## src/rtl/l1_pkg.sv

```systemverilog
// Shared types and default geometry for the direct-mapped write-through L1 data cache.
package l1_pkg;

    localparam int DEF_N     = 32;
    localparam int DEF_AW    = 15;
    localparam int DEF_IDX   = 4;
    localparam int DEF_TW    = DEF_AW - DEF_IDX;
    localparam int DEF_LINES = 1 << DEF_IDX;

    typedef enum logic [1:0] {
        ST_IDLE    = 2'd0,
        ST_RD_MISS = 2'd1,
        ST_WR_THRU = 2'd2,
        ST_WR_DONE = 2'd3
    } l1_state_t;

endpackage

```

## src/rtl/l1_line_store.sv

```systemverilog
// Valid/tag/data arrays: one combinational lookup port, one write port, one snoop-invalidate port.
module l1_line_store #(
    parameter int n   = 32,
    parameter int IDX = 4,
    parameter int TW  = 11
) (
    input  logic           clk,
    input  logic           reset,
    input  logic [IDX-1:0] rd_idx,
    input  logic [TW-1:0]  rd_tag,
    output logic           hit,
    output logic [n-1:0]   rd_data,
    input  logic           wr_en,
    input  logic [IDX-1:0] wr_idx,
    input  logic [TW-1:0]  wr_tag,
    input  logic [n-1:0]   wr_data,
    input  logic           wr_valid,
    input  logic           snoop_en,
    input  logic [IDX-1:0] snoop_idx,
    input  logic [TW-1:0]  snoop_tag
);
    localparam int LINES = 1 << IDX;

    logic [LINES-1:0] valid_r;
    logic [TW-1:0]    tag_r  [LINES];
    logic [n-1:0]     data_r [LINES];

    assign hit     = valid_r[rd_idx] && (tag_r[rd_idx] == rd_tag);
    assign rd_data = data_r[rd_idx];

    // Valid bits: a write issued in the same cycle as a snoop overrides it.
    always_ff @(posedge clk) begin
        if (reset) begin
            valid_r <= '0;
        end else begin
            if (snoop_en && (tag_r[snoop_idx] == snoop_tag)) begin
                valid_r[snoop_idx] <= 1'b0;
            end
            if (wr_en) begin
                valid_r[wr_idx] <= wr_valid;
            end
        end
    end

    // Tag and data payload; contents are meaningless until the valid bit is set.
    always_ff @(posedge clk) begin
        if (wr_en) begin
            tag_r[wr_idx]  <= wr_tag;
            data_r[wr_idx] <= wr_data;
        end
    end

endmodule

```

## src/rtl/l1_dcache.sv

```systemverilog
// Direct-mapped, write-through, no-write-allocate L1 data cache with a req/ack bus and snoop invalidate.
module l1_dcache
    import l1_pkg::*;
#(
    parameter int n   = DEF_N,
    parameter int AW  = DEF_AW,
    parameter int IDX = DEF_IDX
) (
    input  logic          clk,
    input  logic          reset,
    input  logic          load_control,
    input  logic          store_control,
    input  logic [AW-1:0] address,
    input  logic [n-1:0]  dmem_wdata,
    output logic [n-1:0]  dmem_rdata,
    output logic          L1_busy,
    output logic          mem_req,
    output logic          mem_we,
    output logic [AW-1:0] mem_addr,
    output logic [n-1:0]  mem_wdata,
    input  logic          mem_ack,
    input  logic [n-1:0]  mem_rdata,
    input  logic          snoop_inv,
    input  logic [AW-1:0] snoop_addr
);
    localparam int TW = AW - IDX;

    l1_state_t    state_r;
    logic         hit_s;
    logic [n-1:0] line_data_s;
    logic         ack_s;
    logic         kill_s;
    logic         wr_en_s;
    logic         wr_valid_s;
    logic [n-1:0] wr_data_s;

    assign ack_s = mem_ack && mem_req;

    l1_line_store #(
        .n   (n),
        .IDX (IDX),
        .TW  (TW)
    ) u_lines (
        .clk       (clk),
        .reset     (reset),
        .rd_idx    (address[IDX-1:0]),
        .rd_tag    (address[AW-1:IDX]),
        .hit       (hit_s),
        .rd_data   (line_data_s),
        .wr_en     (wr_en_s),
        .wr_idx    (mem_addr[IDX-1:0]),
        .wr_tag    (mem_addr[AW-1:IDX]),
        .wr_data   (wr_data_s),
        .wr_valid  (wr_valid_s),
        .snoop_en  (snoop_inv),
        .snoop_idx (snoop_addr[IDX-1:0]),
        .snoop_tag (snoop_addr[AW-1:IDX])
    );

    // Line write on bus completion; a snoop to the very same word leaves the line invalid.
    always_comb begin
        kill_s     = snoop_inv && (snoop_addr == mem_addr);
        wr_valid_s = !kill_s;
        wr_en_s    = 1'b0;
        wr_data_s  = mem_wdata;
        case (state_r)
            ST_RD_MISS: begin
                wr_en_s   = ack_s;
                wr_data_s = mem_rdata;
            end
            ST_WR_THRU: begin
                wr_en_s   = ack_s && hit_s;
                wr_data_s = mem_wdata;
            end
            default: begin
                wr_en_s   = 1'b0;
                wr_data_s = mem_wdata;
            end
        endcase
    end

    // Core-facing stall and load data.
    always_comb begin
        L1_busy = 1'b1;
        case (state_r)
            ST_IDLE: begin
                if (store_control) begin
                    L1_busy = 1'b1;
                end else if (load_control) begin
                    L1_busy = !hit_s;
                end else begin
                    L1_busy = 1'b0;
                end
            end
            ST_RD_MISS: L1_busy = 1'b1;
            ST_WR_THRU: L1_busy = 1'b1;
            ST_WR_DONE: L1_busy = 1'b0;
            default:    L1_busy = 1'b1;
        endcase
        if (load_control && hit_s) begin
            dmem_rdata = line_data_s;
        end else begin
            dmem_rdata = {n{1'b0}};
        end
    end

    // Controller FSM and registered bus request.
    always_ff @(posedge clk) begin
        if (reset) begin
            state_r   <= ST_IDLE;
            mem_req   <= 1'b0;
            mem_we    <= 1'b0;
            mem_addr  <= {AW{1'b0}};
            mem_wdata <= {n{1'b0}};
        end else begin
            case (state_r)
                ST_IDLE: begin
                    if (store_control) begin
                        mem_req   <= 1'b1;
                        mem_we    <= 1'b1;
                        mem_addr  <= address;
                        mem_wdata <= dmem_wdata;
                        state_r   <= ST_WR_THRU;
                    end else if (load_control && !hit_s) begin
                        mem_req  <= 1'b1;
                        mem_we   <= 1'b0;
                        mem_addr <= address;
                        state_r  <= ST_RD_MISS;
                    end
                end
                ST_RD_MISS: begin
                    if (ack_s) begin
                        mem_req <= 1'b0;
                        state_r <= ST_IDLE;
                    end
                end
                ST_WR_THRU: begin
                    if (ack_s) begin
                        mem_req <= 1'b0;
                        state_r <= ST_WR_DONE;
                    end
                end
                ST_WR_DONE: begin
                    state_r <= ST_IDLE;
                end
                default: begin
                    mem_req <= 1'b0;
                    state_r <= ST_IDLE;
                end
            endcase
        end
    end

endmodule

```

## config.mk

```make
export PLATFORM = sky130hd
export DESIGN_NAME = l1_dcache
export DESIGN_NICKNAME = d
export VERILOG_FILES = /design/src/rtl/l1_pkg.sv /design/src/rtl/l1_line_store.sv /design/src/rtl/l1_dcache.sv
export SDC_FILE = /design/constraint.sdc
export NUM_CORES = 1
export LEC_CHECK = 0
export CAP_MARGIN = 20
export CORE_ASPECT_RATIO = 1.5
export CORE_UTILIZATION = 25
export CTS_BUF_LIST = sky130_fd_sc_hd__clkbuf_4 sky130_fd_sc_hd__clkbuf_8 sky130_fd_sc_hd__clkbuf_16
export CTS_CLUSTER_SIZE = 12
export DETAILED_ROUTE_END_ITERATION = 6
export PLACE_DENSITY = 0.42
export SYNTH_ARGS = -nofsm -noshare
export SYNTH_HDL_FRONTEND = slang
export SYNTH_SLANG_ARGS = --single-unit
```

## constraint.sdc

```tcl
create_clock -name clk -period 9.45 [get_ports clk]
set_input_delay 2.3625 -clock clk [delete_from_list [all_inputs] [get_ports clk]]
set_output_delay 2.3625 -clock clk [all_outputs]
set_load 0.1 [all_outputs]
```

Word level (Yosys, flattened, before mapping)
Memories as Yosys holds them, arrays and structs flattened. Cells that the tools add are included.

Memories kept: 2. Memory bits (writable): 688. Register bits: 67.

Reductions and logical operators: 19. Equal/unequal tests: 10. Magnitude comparators: 5. Mux-type cells: 31. Bitwise gates (word level): 2.

Memories: u_lines.data_r (words 16, width 32, read ports 1, clocked after Yosys merged registers in 0, wr ports 1, line l1_line_store.sv:26) `logic [n-1:0] data_r [LINES];`; u_lines.tag_r (words 16, width 11, read ports 2, clocked after Yosys merged registers in 0, wr ports 1, line l1_line_store.sv:25) `logic [TW-1:0] tag_r [LINES];`.

Operators by type and width (number): 32-bit 2-to-1 mux (2); 16-bit 2-to-1 mux (3); 15-bit 2-to-1 mux (2); 11-bit == test (2); 16-bit bitwise AND (1); 16-bit bitwise mux (1); 16-bit NOT (1); 15-bit == test (1); 4-bit by 5-bit less-than comparator with 1-bit output, second input constant (3); 1-bit 2-to-1 mux (12); 1-bit logical AND (9); 1-bit demux with 4-bit select (2); 4-bit by 1-bit >= comparator with 1-bit output, second input constant (2); 2-bit 2-to-1 mux (4); 2-bit case mux with 4 select lines (1); 3-bit AND reduction (2); 1-bit binary-select mux with 4-bit select (1); 2-bit == test, second input constant (2); 2-bit != test, second input constant (2); 1-bit case mux with 2 select lines (2); 2-bit AND reduction (2); 2-bit nonzero test (2); 3-bit != test, second input constant (1); 1-bit case mux with 3 select lines (1); other kinds (5) (6).

Depth between registers and ports, before layout
Depth after elaboration: 10. Mapped depth: 13. Mapped depth without buffers: 8.

Modules after synthesis
From an unflattened synthesis, not the netlist that was laid out.

Cell total of the unflattened synthesis: 1588. Area total of the unflattened synthesis: 31492.7 sq um.

Modules (own cells, without submodules): l1_line_store (seq. area each 20980.1 sq um, area each 28778.9 sq um, cells each 1268, times used 1); l1_dcache (seq. area each 1021.0 sq um, area each 2713.9 sq um, cells each 320, times used 1).

Worst setup path after synthesis
No wires, ideal clock.

Path kind: input to output. Start point: input port address[1]. End point: output port L1_busy. Buffers on the path: 3. Arrival time: 6.022 ns. Stages on the path: 9. Path slack: 1.066 ns. Path through: buf_6 -> buf_6 -> buf_2 -> mux4_2 -> mux4_2 -> xnor2_1 -> nand4_1 -> nor4_1 -> nor3_1.

Cells in the longest elaborated chain, start to end: 7.

Ends and longest elaborated chain: start: declaration (line l1_dcache.sv:13) `input logic [AW-1:0] address,`; memory 16 x 11 bit or 1-bit binary-select mux with 4-bit select (tied branches); 11-bit == test or 1-bit 2-to-1 mux (tied branches) (line l1_line_store.sv:28) `assign hit = valid_r[rd_idx] && (tag_r[rd_idx] == rd_tag);`; 1-bit logical AND (*) (line l1_line_store.sv:28); 1-bit zero test (*) (line l1_dcache.sv:90) `L1_busy = !hit_s;`; 1-bit 2-to-1 mux (*) (line l1_dcache.sv:89) `end else if (load_control) begin`; 1-bit 2-to-1 mux (*) (line l1_dcache.sv:87) `if (store_control) begin`; 1-bit case mux with 3 select lines (*) (line l1_dcache.sv:85) `case (state_r)`; end: declaration (line l1_dcache.sv:16) `output logic L1_busy,`.

Every way passes the cells marked *; elsewhere a longest branch is shown, timed or not. The select of a mux whose other input is x is not followed.

Worst setup path in the final report
Start point: input port address[2]. End point: output port dmem_rdata[1].

Cells in the longest elaborated chain, start to end: 5.

Ends and longest elaborated chain: memory 16 x 11 bit or 1-bit binary-select mux with 4-bit select (tied branches); 11-bit == test or 1-bit 2-to-1 mux (tied branches) (line l1_line_store.sv:28); 1-bit logical AND (line l1_line_store.sv:28); 1-bit logical AND (line l1_dcache.sv:100) `if (load_control && hit_s) begin`; 32-bit 2-to-1 mux (*) (line l1_dcache.sv:100); end: declaration (line l1_dcache.sv:15) `output logic [n-1:0] dmem_rdata,`.

Marks and branches as above.

==> metrics.txt <==
status=finished, final reports clean; die height=between 400 and 500 um; critical-path cell with the highest stage delay=buf_4; hold_buf cts=0; gpl congestion=about 0.84; maximum clock path buffer count=3; drt initial violations=1,353; Mapped Cells=approximately 1.7k; Core Footprint=127,000 sq um; first-pass GRT wire length=roughly 140 mm; Avg WL per Cell=roughly 28 um; crit-path leading delay family=buffers and inverters; Overflow after GRT=0; power per cell area=around 230 nW/um^2; die area=about 130,000 sq um; average size of a mapped cell=around 19 sq um; prevailing post-synth register cell=edfxtp_1; Data required, critical path=just over 7000 ps; Clock Skew=~42 ps; Final Hold Vio Count=0; largest family of logic cells by synthesized area=multiplexers; Synth Area in Adders=0.00196; HP Class=reg2reg; Routed WL=102 mm; critical path type=in2out; min Tclk post-route=between 8000 and 9000 ps; final setup vio count=0; Slew Limit Headroom=0.195; max-cap viol count=0; Root Driver=clkbuf_16; hpwl dp=60.4 mm; # rows=160; Syn-to-layout area delta=22.7%; RSZ-0062 raised after global routing=false; Worst Path Buf+Inv=4; initial core utilization=0.252; GR Util All Layers=0.158; finished layout cell area=about 39,000 sq um; largest net degree at the start of global routing=76; total CTS buffers=83; layout cells sized above 1=0.267; CTS Sinks=755; Compound-Gate Fraction of Synth Area=0.0384; Yosys Warn Count=0; Vias=approximately 18k; Leak Pwr=12.6 nW; Max stage delay on crit path=just under 600 ps; f_max=around 0.12 GHz; post-synthesis register bit count=approximately 760; CTS clock-pin slew for the worst setup and hold paths=~60 ps; Via density=4.78; Skew-Pair Late Insertion Delay=between 600 and 700 ps; Setup crit end kind=primary output; post-synthesis mux area share=0.201; Peak VDD IR=0.000187 V; post-route clock period utilization=0.887; initial antenna violation count=5; Layout Nets=2,030; Worst Max-Slew Pin Slew=1190 ps; io pins=approximately 180; post-route ant nets=0; syn_nets=approximately 1.8k; Antenna diodes=0; element type at the critical path start=input port; vias in the first global route=between 15k and 20k; Synth Area in Simple Gates=0.0364; crit-path cells=buf_4 > buf_4 > mux2i_1 > xor2_1 > o221ai_1 > o31ai_1 > and4_2 > buf_12 > and3_1 > buf_12; Arr. time, crit path=6010 ps; Cell Area, Placed=36,400 sq um; die span in x=between 200 and 300 um; port bufs=roughly 180; Post-Route Utilization=0.309; setup tns final=0 ps; setup repair bufs after CTS=0; Synth Area in XOR/XNOR=0.0124; H-tree levels=3; asr flop ratio synth=0; Pre-antenna DRT Iters=5; PostCTS Resize Cnt=0; CP max FO=between 40 and 50; Mapped Area=roughly 32,000 sq um; fill count=around 12k; max-slew violations=0; post-synth cell types=65; Seq/Total Area, Yosys=0.691; EDFF count, synth=about 690; DRC viols=0; CTS tree=yes
[cells in the mapped netlist, types with 10 or more instances]
cell type  count  area share
a21oi_1       52      0.0082
dfxtp_1       67       0.042
nor2b_1       14      0.0027
a22oi_1       18      0.0042
nor2_1        37      0.0044
mux4_2       214        0.15
o2111ai_1     16      0.0044
mux2_2        51       0.018
buf_2         32      0.0050
nor3_1        17      0.0027
nand2_1       90       0.011
mux2i_1      101       0.032
inv_1         23      0.0027
a221oi_1      10      0.0027
edfxtp_1     688        0.65
and3_1        39      0.0077
xnor2_1       36      0.0099
clkbuf_1      56      0.0066
o41ai_1       13      0.0036
[placed cells by master (no fill, tap or decap), drive strengths merged, types with 10 or more instances in the layout]
master	count
nor3	17
o2111ai	17
inv	27
dfxtp	67
a22oi	18
nor2	38
nor2b	14
mux2i	101
nand2	90
clkbuf	115
and3	39
o41ai	14
a21oi	52
a221oi	10
edfxtp	688
clkinv	28
buf	104
mux2	51
xnor2	36
clkdlybuf4s50	139
mux4	214
[through the flow]
step | worst slack [ps] | hold slack [ps] | instances | total power (W)
6_report | 1070 | 465 | 3692 | 0.00882
5_1_grt | 970 | 486 | 3692 | 0.00915
4_1_cts | 992 | 463 | 3692 | 0.00895
3_5_place_dp | 1010 | 454 | 3541 | 0.00574
3_3_place_gp | 1030 | 450 | 3539 | 0.00571
2_1_floorplan | 1070 | 437 | 1705 | 0.00515
[worst paths after layout]
| kind | slack [ps] | end | cells past startpoint | from |
|---|---|---|---|---|
| max | 1070 | dmem_rdata[1] | 10 | address[2] |
| min | 460 | u_lines.valid_r[4]$_SDFF_PP0_ | 2 | u_lines.valid_r[4]$_SDFF_PP0_ |
| max reg2reg | 4710 | u_lines.data_r[10][0]$_DFFE_PP_ | 10 | u_lines.tag_r[1][4]$_DFFE_PP_ |
| min reg2reg | 460 | u_lines.valid_r[4]$_SDFF_PP0_ | 2 | u_lines.valid_r[4]$_SDFF_PP0_ |
[sequential cells by signal (all words and copies together) (netlist names)]
signal,count
mem_addr,15
state_r,2
u_lines.tag_r,176
u_lines.valid_r,16
mem_req,1
u_lines.data_r,512
mem_we,1
mem_wdata,32
[metal layers]
layer | GRT usage | part of all wire
met4 | 0.0494 | 0.025
met2 | 0.275 | 0.51
met1 | 0.200 | 0.42
met3 | 0.0235 | 0.044
met5 | 0 | 0.00016
[kinds of logic (layout without fill, tap and decap cells)]
group	after synthesis	count (layout)
fa+ha+maj	5	5
buf+inv	131	417
simple gates	237	237
flops	755	755
compound gates	166	166
mux	366	366
xor+xnor	45	45
[power by group]
group	internal (W)	switching (W)	leakage, nW
combinational	0.000426	0.00111	4.41
clock	0.00180	0.00138	1.33
sequential	0.00400	0.000107	6.86
[worst min-delay path: stages, from the launching register on]
cell and delay [ps]:
dfxtp_1 310, inv_1 40, o41ai_1 60
[cell type report]
cell class              count  area, sq um  area share
repair buffers            243         2770      0.0708
flip-flops and latches    755        22000       0.563
inverters                  23         86.3     0.00221
well taps                1701         2130      0.0545
clock buffers             115         2320      0.0595
multi-input cells         819         9430       0.241
clock inverters            36          338     0.00865
Note: power is estimated with default switching activity, not from simulation.
